[src/rtl/axi_arb_pkg.sv]
// Shared definitions for the AXI request arbiter: FSM state encoding and owner IDs.
package axi_arb_pkg;

    typedef enum logic [1:0] {
        StIdle  = 2'd0,
        StIssue = 2'd1,
        StWait  = 2'd2,
        StDone  = 2'd3
    } state_e;

    localparam logic ID_INST = 1'b0;
    localparam logic ID_DATA = 1'b1;

endpackage

[src/rtl/axi_arb_pick.sv]
// Grant selection between the icache and dcache miss ports.
// ARB_ROUND_ROBIN_EN: ties alternate based on last_grant; otherwise data has fixed priority.
module axi_arb_pick
    import axi_arb_pkg::*;
(
    input  logic i_req,
    input  logic d_req,
    input  logic last_grant,
    output logic grant_id
);

`ifdef ARB_ROUND_ROBIN_EN
    // On a tie the requester not served last wins; a lone requester always wins.
    always_comb begin
        grant_id = ID_INST;
        if (i_req && d_req) begin
            grant_id = ~last_grant;
        end else if (d_req) begin
            grant_id = ID_DATA;
        end
    end
`else
    // Fixed priority only looks at d_req; the remaining inputs are intentionally unused.
    logic unused_pick_inputs;
    assign unused_pick_inputs = last_grant | i_req;

    // Data beats inst whenever data is asking.
    always_comb begin
        grant_id = d_req ? ID_DATA : ID_INST;
    end
`endif

endmodule

[src/rtl/axi_req_arbiter.sv]
// Sequencer sharing the single-outstanding AXI bridge between icache and dcache misses.
// Latches one request, issues it over m_req/m_ready, waits for m_done, then acks the owner.
// ARB_ROUND_ROBIN_EN selects round-robin tie breaking; default build is fixed data priority.
module axi_req_arbiter
    import axi_arb_pkg::*;
#(
    parameter int unsigned ADDR_W = 32,
    parameter int unsigned DATA_W = 32
) (
    input  logic                clk,
    input  logic                rst,
    input  logic                i_req,
    input  logic [ADDR_W-1:0]   i_addr,
    output logic                i_ack,
    output logic [DATA_W-1:0]   i_rdata,
    input  logic                d_req,
    input  logic                d_we,
    input  logic [ADDR_W-1:0]   d_addr,
    input  logic [DATA_W-1:0]   d_wdata,
    input  logic [DATA_W/8-1:0] d_wstrb,
    output logic                d_ack,
    output logic [DATA_W-1:0]   d_rdata,
    output logic                m_req,
    input  logic                m_ready,
    output logic                m_id,
    output logic                m_we,
    output logic [ADDR_W-1:0]   m_addr,
    output logic [DATA_W-1:0]   m_wdata,
    output logic [DATA_W/8-1:0] m_wstrb,
    input  logic                m_done,
    input  logic [DATA_W-1:0]   m_rdata,
    output logic                stall
);

    state_e state_q, state_d;

    logic                m_req_q, m_id_q, m_we_q;
    logic [ADDR_W-1:0]   m_addr_q;
    logic [DATA_W-1:0]   m_wdata_q;
    logic [DATA_W/8-1:0] m_wstrb_q;
    logic                i_ack_q, d_ack_q;
    logic [DATA_W-1:0]   i_rdata_q, d_rdata_q;

    logic grant_id;
    logic last_grant;
    logic do_grant, do_accept, do_capture;

    axi_arb_pick u_pick (
        .i_req      (i_req),
        .d_req      (d_req),
        .last_grant (last_grant),
        .grant_id   (grant_id)
    );

`ifdef ARB_ROUND_ROBIN_EN
    logic last_grant_q;

    // Remember who won the most recent arbitration; starts at inst so the first tie goes to data.
    always_ff @(posedge clk) begin
        if (rst) begin
            last_grant_q <= ID_INST;
        end else if (do_grant) begin
            last_grant_q <= grant_id;
        end
    end

    assign last_grant = last_grant_q;
`else
    assign last_grant = ID_INST;
`endif

    // State register.
    always_ff @(posedge clk) begin
        if (rst) begin
            state_q <= StIdle;
        end else begin
            state_q <= state_d;
        end
    end

    // Next-state logic; DONE always returns to IDLE so the acked requester can drop req.
    always_comb begin
        state_d = state_q;
        unique case (state_q)
            StIdle:  if (i_req || d_req)      state_d = StIssue;
            StIssue: if (m_req_q && m_ready)  state_d = StWait;
            StWait:  if (m_done)              state_d = StDone;
            StDone:                           state_d = StIdle;
            default:                          state_d = StIdle;
        endcase
    end

    // Per-state actions; m_ready and m_done are only honoured in their own states.
    always_comb begin
        do_grant   = (state_q == StIdle) && (i_req || d_req);
        do_accept  = (state_q == StIssue) && m_req_q && m_ready;
        do_capture = (state_q == StWait) && m_done;
    end

    // Request latch, read-data capture and one-cycle acks.
    always_ff @(posedge clk) begin
        if (rst) begin
            m_req_q   <= 1'b0;
            m_id_q    <= ID_INST;
            m_we_q    <= 1'b0;
            m_addr_q  <= '0;
            m_wdata_q <= '0;
            m_wstrb_q <= '0;
            i_ack_q   <= 1'b0;
            d_ack_q   <= 1'b0;
            i_rdata_q <= '0;
            d_rdata_q <= '0;
        end else begin
            // Ack is high only during DONE, which directly follows the capture cycle.
            i_ack_q <= do_capture && (m_id_q == ID_INST);
            d_ack_q <= do_capture && (m_id_q == ID_DATA);

            if (do_grant) begin
                m_req_q <= 1'b1;
                m_id_q  <= grant_id;
                if (grant_id == ID_DATA) begin
                    m_we_q    <= d_we;
                    m_addr_q  <= d_addr;
                    m_wdata_q <= d_wdata;
                    m_wstrb_q <= d_wstrb;
                end else begin
                    m_we_q    <= 1'b0;
                    m_addr_q  <= i_addr;
                    m_wdata_q <= '0;
                    m_wstrb_q <= '0;
                end
            end

            if (do_accept) begin
                m_req_q <= 1'b0;
            end

            // Writes capture too; the dcache simply ignores d_rdata for stores.
            if (do_capture) begin
                if (m_id_q == ID_INST) begin
                    i_rdata_q <= m_rdata;
                end else begin
                    d_rdata_q <= m_rdata;
                end
            end
        end
    end

    assign m_req   = m_req_q;
    assign m_id    = m_id_q;
    assign m_we    = m_we_q;
    assign m_addr  = m_addr_q;
    assign m_wdata = m_wdata_q;
    assign m_wstrb = m_wstrb_q;
    assign i_ack   = i_ack_q;
    assign d_ack   = d_ack_q;
    assign i_rdata = i_rdata_q;
    assign d_rdata = d_rdata_q;

    // Stall while any requester is still waiting; forced low during reset.
    assign stall = ~rst & ((i_req & ~i_ack_q) | (d_req & ~d_ack_q));

endmodule

[config.mk]
export PLATFORM = sky130hd
export DESIGN_NAME = axi_req_arbiter
export DESIGN_NICKNAME = d
export VERILOG_FILES = /design/src/rtl/axi_arb_pkg.sv /design/src/rtl/axi_arb_pick.sv /design/src/rtl/axi_req_arbiter.sv
export SDC_FILE = /design/constraint.sdc
export NUM_CORES = 1
export LEC_CHECK = 0
export ABC_AREA = 1
export CORE_AREA = 3 3 89 155
export DETAILED_ROUTE_END_ITERATION = 16
export DIE_AREA = 0 0 92 158
export PLACE_DENSITY = 0.93
export SETUP_SLACK_MARGIN = 0.02
export SYNTH_ARGS = -nofsm -noshare
export SYNTH_HDL_FRONTEND = slang
export SYNTH_SLANG_ARGS = --single-unit
[constraint.sdc]
create_clock -name clk -period 2.4 [get_ports clk]
set_input_delay 0.48 -clock clk [delete_from_list [all_inputs] [get_ports clk]]
set_output_delay 0.48 -clock clk [all_outputs]
set_load 0.02 [all_outputs]
==> flow_metrics.env <==
export IMPL_status="complete, no violations"
export IMPL_dp_hpwl_um=13000
export IMPL_synthCells=731
export IMPL_ir_drop_mv=0.607
export IMPL_postRouteAntennaNets=0
export IMPL_drtIter0Drc=297
export IMPL_crit_path_end="stall"
export IMPL_hold_class="flip-flop to flip-flop"
export IMPL_grt_max_degree=62
export IMPL_num_fill_cells=964
export IMPL_p_leak_nw=3.56
export IMPL_yosysWarningCount=0
export IMPL_hold_viol_final=0
export IMPL_final_nets=1130
export IMPL_setup_slack_ns=0.204
export IMPL_clk_latency_ns=0.41
export IMPL_reg2reg_depth=8
export IMPL_skew_ns=0.00913
export IMPL_die_area_mm2=0.0145
export IMPL_cts_tree="built"
export IMPL_fin_crit_ns=2.20
export IMPL_drc_errors=0
export IMPL_finalCritPeriodShare_pct=91.5
export IMPL_initial_core_util_pct=43.0
export IMPL_fin_area_mm2=0.00887
export IMPL_synth_area_mm2=0.00541
export IMPL_worst_setup_path_start_kind="input pin"
export IMPL_first_pass_iters=4
export IMPL_post_place_ws_ns=-0.0369
export IMPL_slew_headroom_pct=60.1
export IMPL_crit_path_start="i_req"
export IMPL_worstPathCellList="clkdlybuf4s50_1 > inv_1 > o22ai_1 > inv_1 > nor2_1 > dlygate4sd2_1"
export IMPL_p_seq_share_pct=34.5
export IMPL_min_delay_start="d_rdata[26]$_SDFFE_PP0P_"
export IMPL_dpl_cell_area_mm2=0.00825
export IMPL_port_buffers=276
export IMPL_rows=54
export IMPL_cts_buffers=17
export IMPL_via_per_inst=4.91
export IMPL_switchingPower_mw=2.88
export IMPL_critical_path_required_ns=1.92
export IMPL_wl_um=17900
export IMPL_power_density_mw_per_mm2=975
export IMPL_syn_nets=874
export IMPL_maxCapViolations=0
export IMPL_io_pins=277
export IMPL_htreeDepth=4
export IMPL_grt_pass1_vias=5586
export IMPL_worstPathMaxFanout=2
export IMPL_fp_dieW_um=92
export IMPL_cts_sinks=139
export IMPL_r2r_slack_ns=0.73
export IMPL_final_common_cell="clkdlybuf4s50_1"
export IMPL_r2r_end="m_wdata[8]$_SDFFE_PP0P_"
export IMPL_syn2layout_area_growth_pct=64.0
export IMPL_p_clk_share_pct=31.4
export IMPL_register_area_mm2=0.00278
export IMPL_cts_clk_slew_worst_paths_ns=0.06
export IMPL_clockBufferDepth=2
export IMPL_reg2reg_from="state_q[1]$_SDFFE_PP0P_"
export IMPL_finalMaxSlewViolations=0
export IMPL_syn_avg_cell_area_um2=7.40
export IMPL_fin_util_pct=70.6
export IMPL_ys_ff_latch=139
export IMPL_fmax_mhz=455
export IMPL_drive_gt1_share_pct=5.31
export IMPL_multi_input_area_mm2=0.00219
export IMPL_die_h_um=158
export IMPL_worstPathArrival_ns=1.72
export IMPL_antenna_found_initial=1
export IMPL_p_int_mw=5.76
export IMPL_ys_seq_area_share_pct=51.5
export IMPL_core_mm2=0.0126
export IMPL_setup_viol=0
export IMPL_worst_slew_pin_slew_ns=0.598
export IMPL_post_drt_wl_per_cell_um=15.4
export IMPL_grt_use_total_pct=24.4
export IMPL_globalplace_congestion=0.849
export IMPL_finalPower_mw=8.65
export IMPL_endpoint_kind="output port"
export IMPL_switching_share_pct=33.4
export IMPL_critical_path_class="input pin to output port"
export IMPL_rsz0062_at_grt="no"
export IMPL_root_buffer="clkbuf_16"
export IMPL_cp_slowest_cell="clkdlybuf4s50_1"
export IMPL_crit_top_cell="inv_1"
export IMPL_grt_pass1_wl_um=28100
export IMPL_synth_distinct_cells=20
export IMPL_max_stage_delay_ns=0.52
export IMPL_vias=5737
export IMPL_power_share_combinational_pct=34.1
export IMPL_final_cell_mix="clkdlybuf4s50_1, nand2_1, dfxtp_1, nor2_1, o21ai_0"
export IMPL_grt_ovfl_total=0
==> Yosys cell counts, drive strengths merged <==
master	number	area, um2
nand4	1	6.26
nand3	40	200
clkbuf	21	83.8
buf	32	189
nand2	143	537
a21oi	72	360
inv	45	171
ha	4	50.1
o22ai	1	6.26
o21ai	97	485
dfxtp	139	2780
nor2	136	534
==> worst min path at each step <==
stage | endpoint | depth (start not counted)
CTS | d_rdata[11]$_SDFFE_PP0P_ | 2
finish | d_rdata[26]$_SDFFE_PP0P_ | 2
global route | d_rdata[26]$_SDFFE_PP0P_ | 2
floorplan | state_q[0]$_SDFFE_PP0P_ | 2
global placement | d_rdata[16]$_SDFFE_PP0P_ | 2
detailed placement | d_rdata[11]$_SDFFE_PP0P_ | 2
==> layout make-up <==
cell class                      instances  share of cell area, %
Tap cell                              168                   2.37
Sequential cell                       139                   31.4
Inverter                               45                   1.93
Clock inverter                         12                   1.83
Clock buffer                           19                   5.11
Antenna cell                            1                 0.0282
Timing Repair Buffer                  290                   32.7
Multi-Input combinational cell        494                   24.7
==> what timing repair did <==
action / 4_1_cts / 5_1_grt
endpoints found under the hold margin: 0 / 0
endpoints found under the setup margin: 1 / 0
setup buffers: 0 / 0
resized for setup: 1 / 0
hold buffers: 0 / 0
==> power by group through the flow <==
stage	logic, mW	registers (mW)	clock network, mW
floorplan	1.05	3.55	0
global placement	2.90	3.00	0
finish	2.95	2.98	2.71
global route	3.18	3.03	2.87
detailed placement	2.95	3.02	0
CTS	2.97	2.98	2.77
==> flip-flops by register name, indices dropped and copies added (netlist names) <==
signal	cells
d_rdata	32
i_rdata	32
m_addr	32
m_wdata	32
m_wstrb	4
state_q	2
d_ack	1
i_ack	1
m_id	1
m_req	1
m_we	1
==> metrics by stage <==
stage	hold slack (ns)	std cells	setup TNS (ns)
3_5_place_dp	0.434	1136	-0.0369
5_1_grt	0.463	1168	0
6_report	0.442	1168	0
3_3_place_gp	0.429	1136	-0.00806
2_1_floorplan	0.501	731	0
4_1_cts	0.442	1167	0
==> critical path: cells and delay by family <==
family	cells	cell delay [ns]
AO/OA/AOI/OAI	1	0.15
AND/OR/NAND/NOR	1	0.10
buffers and inverters	4	0.98
==> logic make-up (layout without fill, tap and decap cells) <==
group	after synthesis	in the layout	share of synthesized area, %
fa+ha+maj	4	4	0.926
compound gates	170	170	15.8
flops	139	139	51.5
simple gates	320	320	23.6
other cells	0	1	0
buf+inv	98	366	8.22
==> per-layer routing <==
metal  global-route usage (%)  vias to the layer above  part of all wire, %
met5                        0                        -                    0
met4                     11.6                        0                  3.3
met3                     8.75                       37                  8.2
met2                     43.9                      252                   53
met1                     24.9                     2605                   36
li1                         -                     2843                    -
Power figures use the tool's default switching activity.
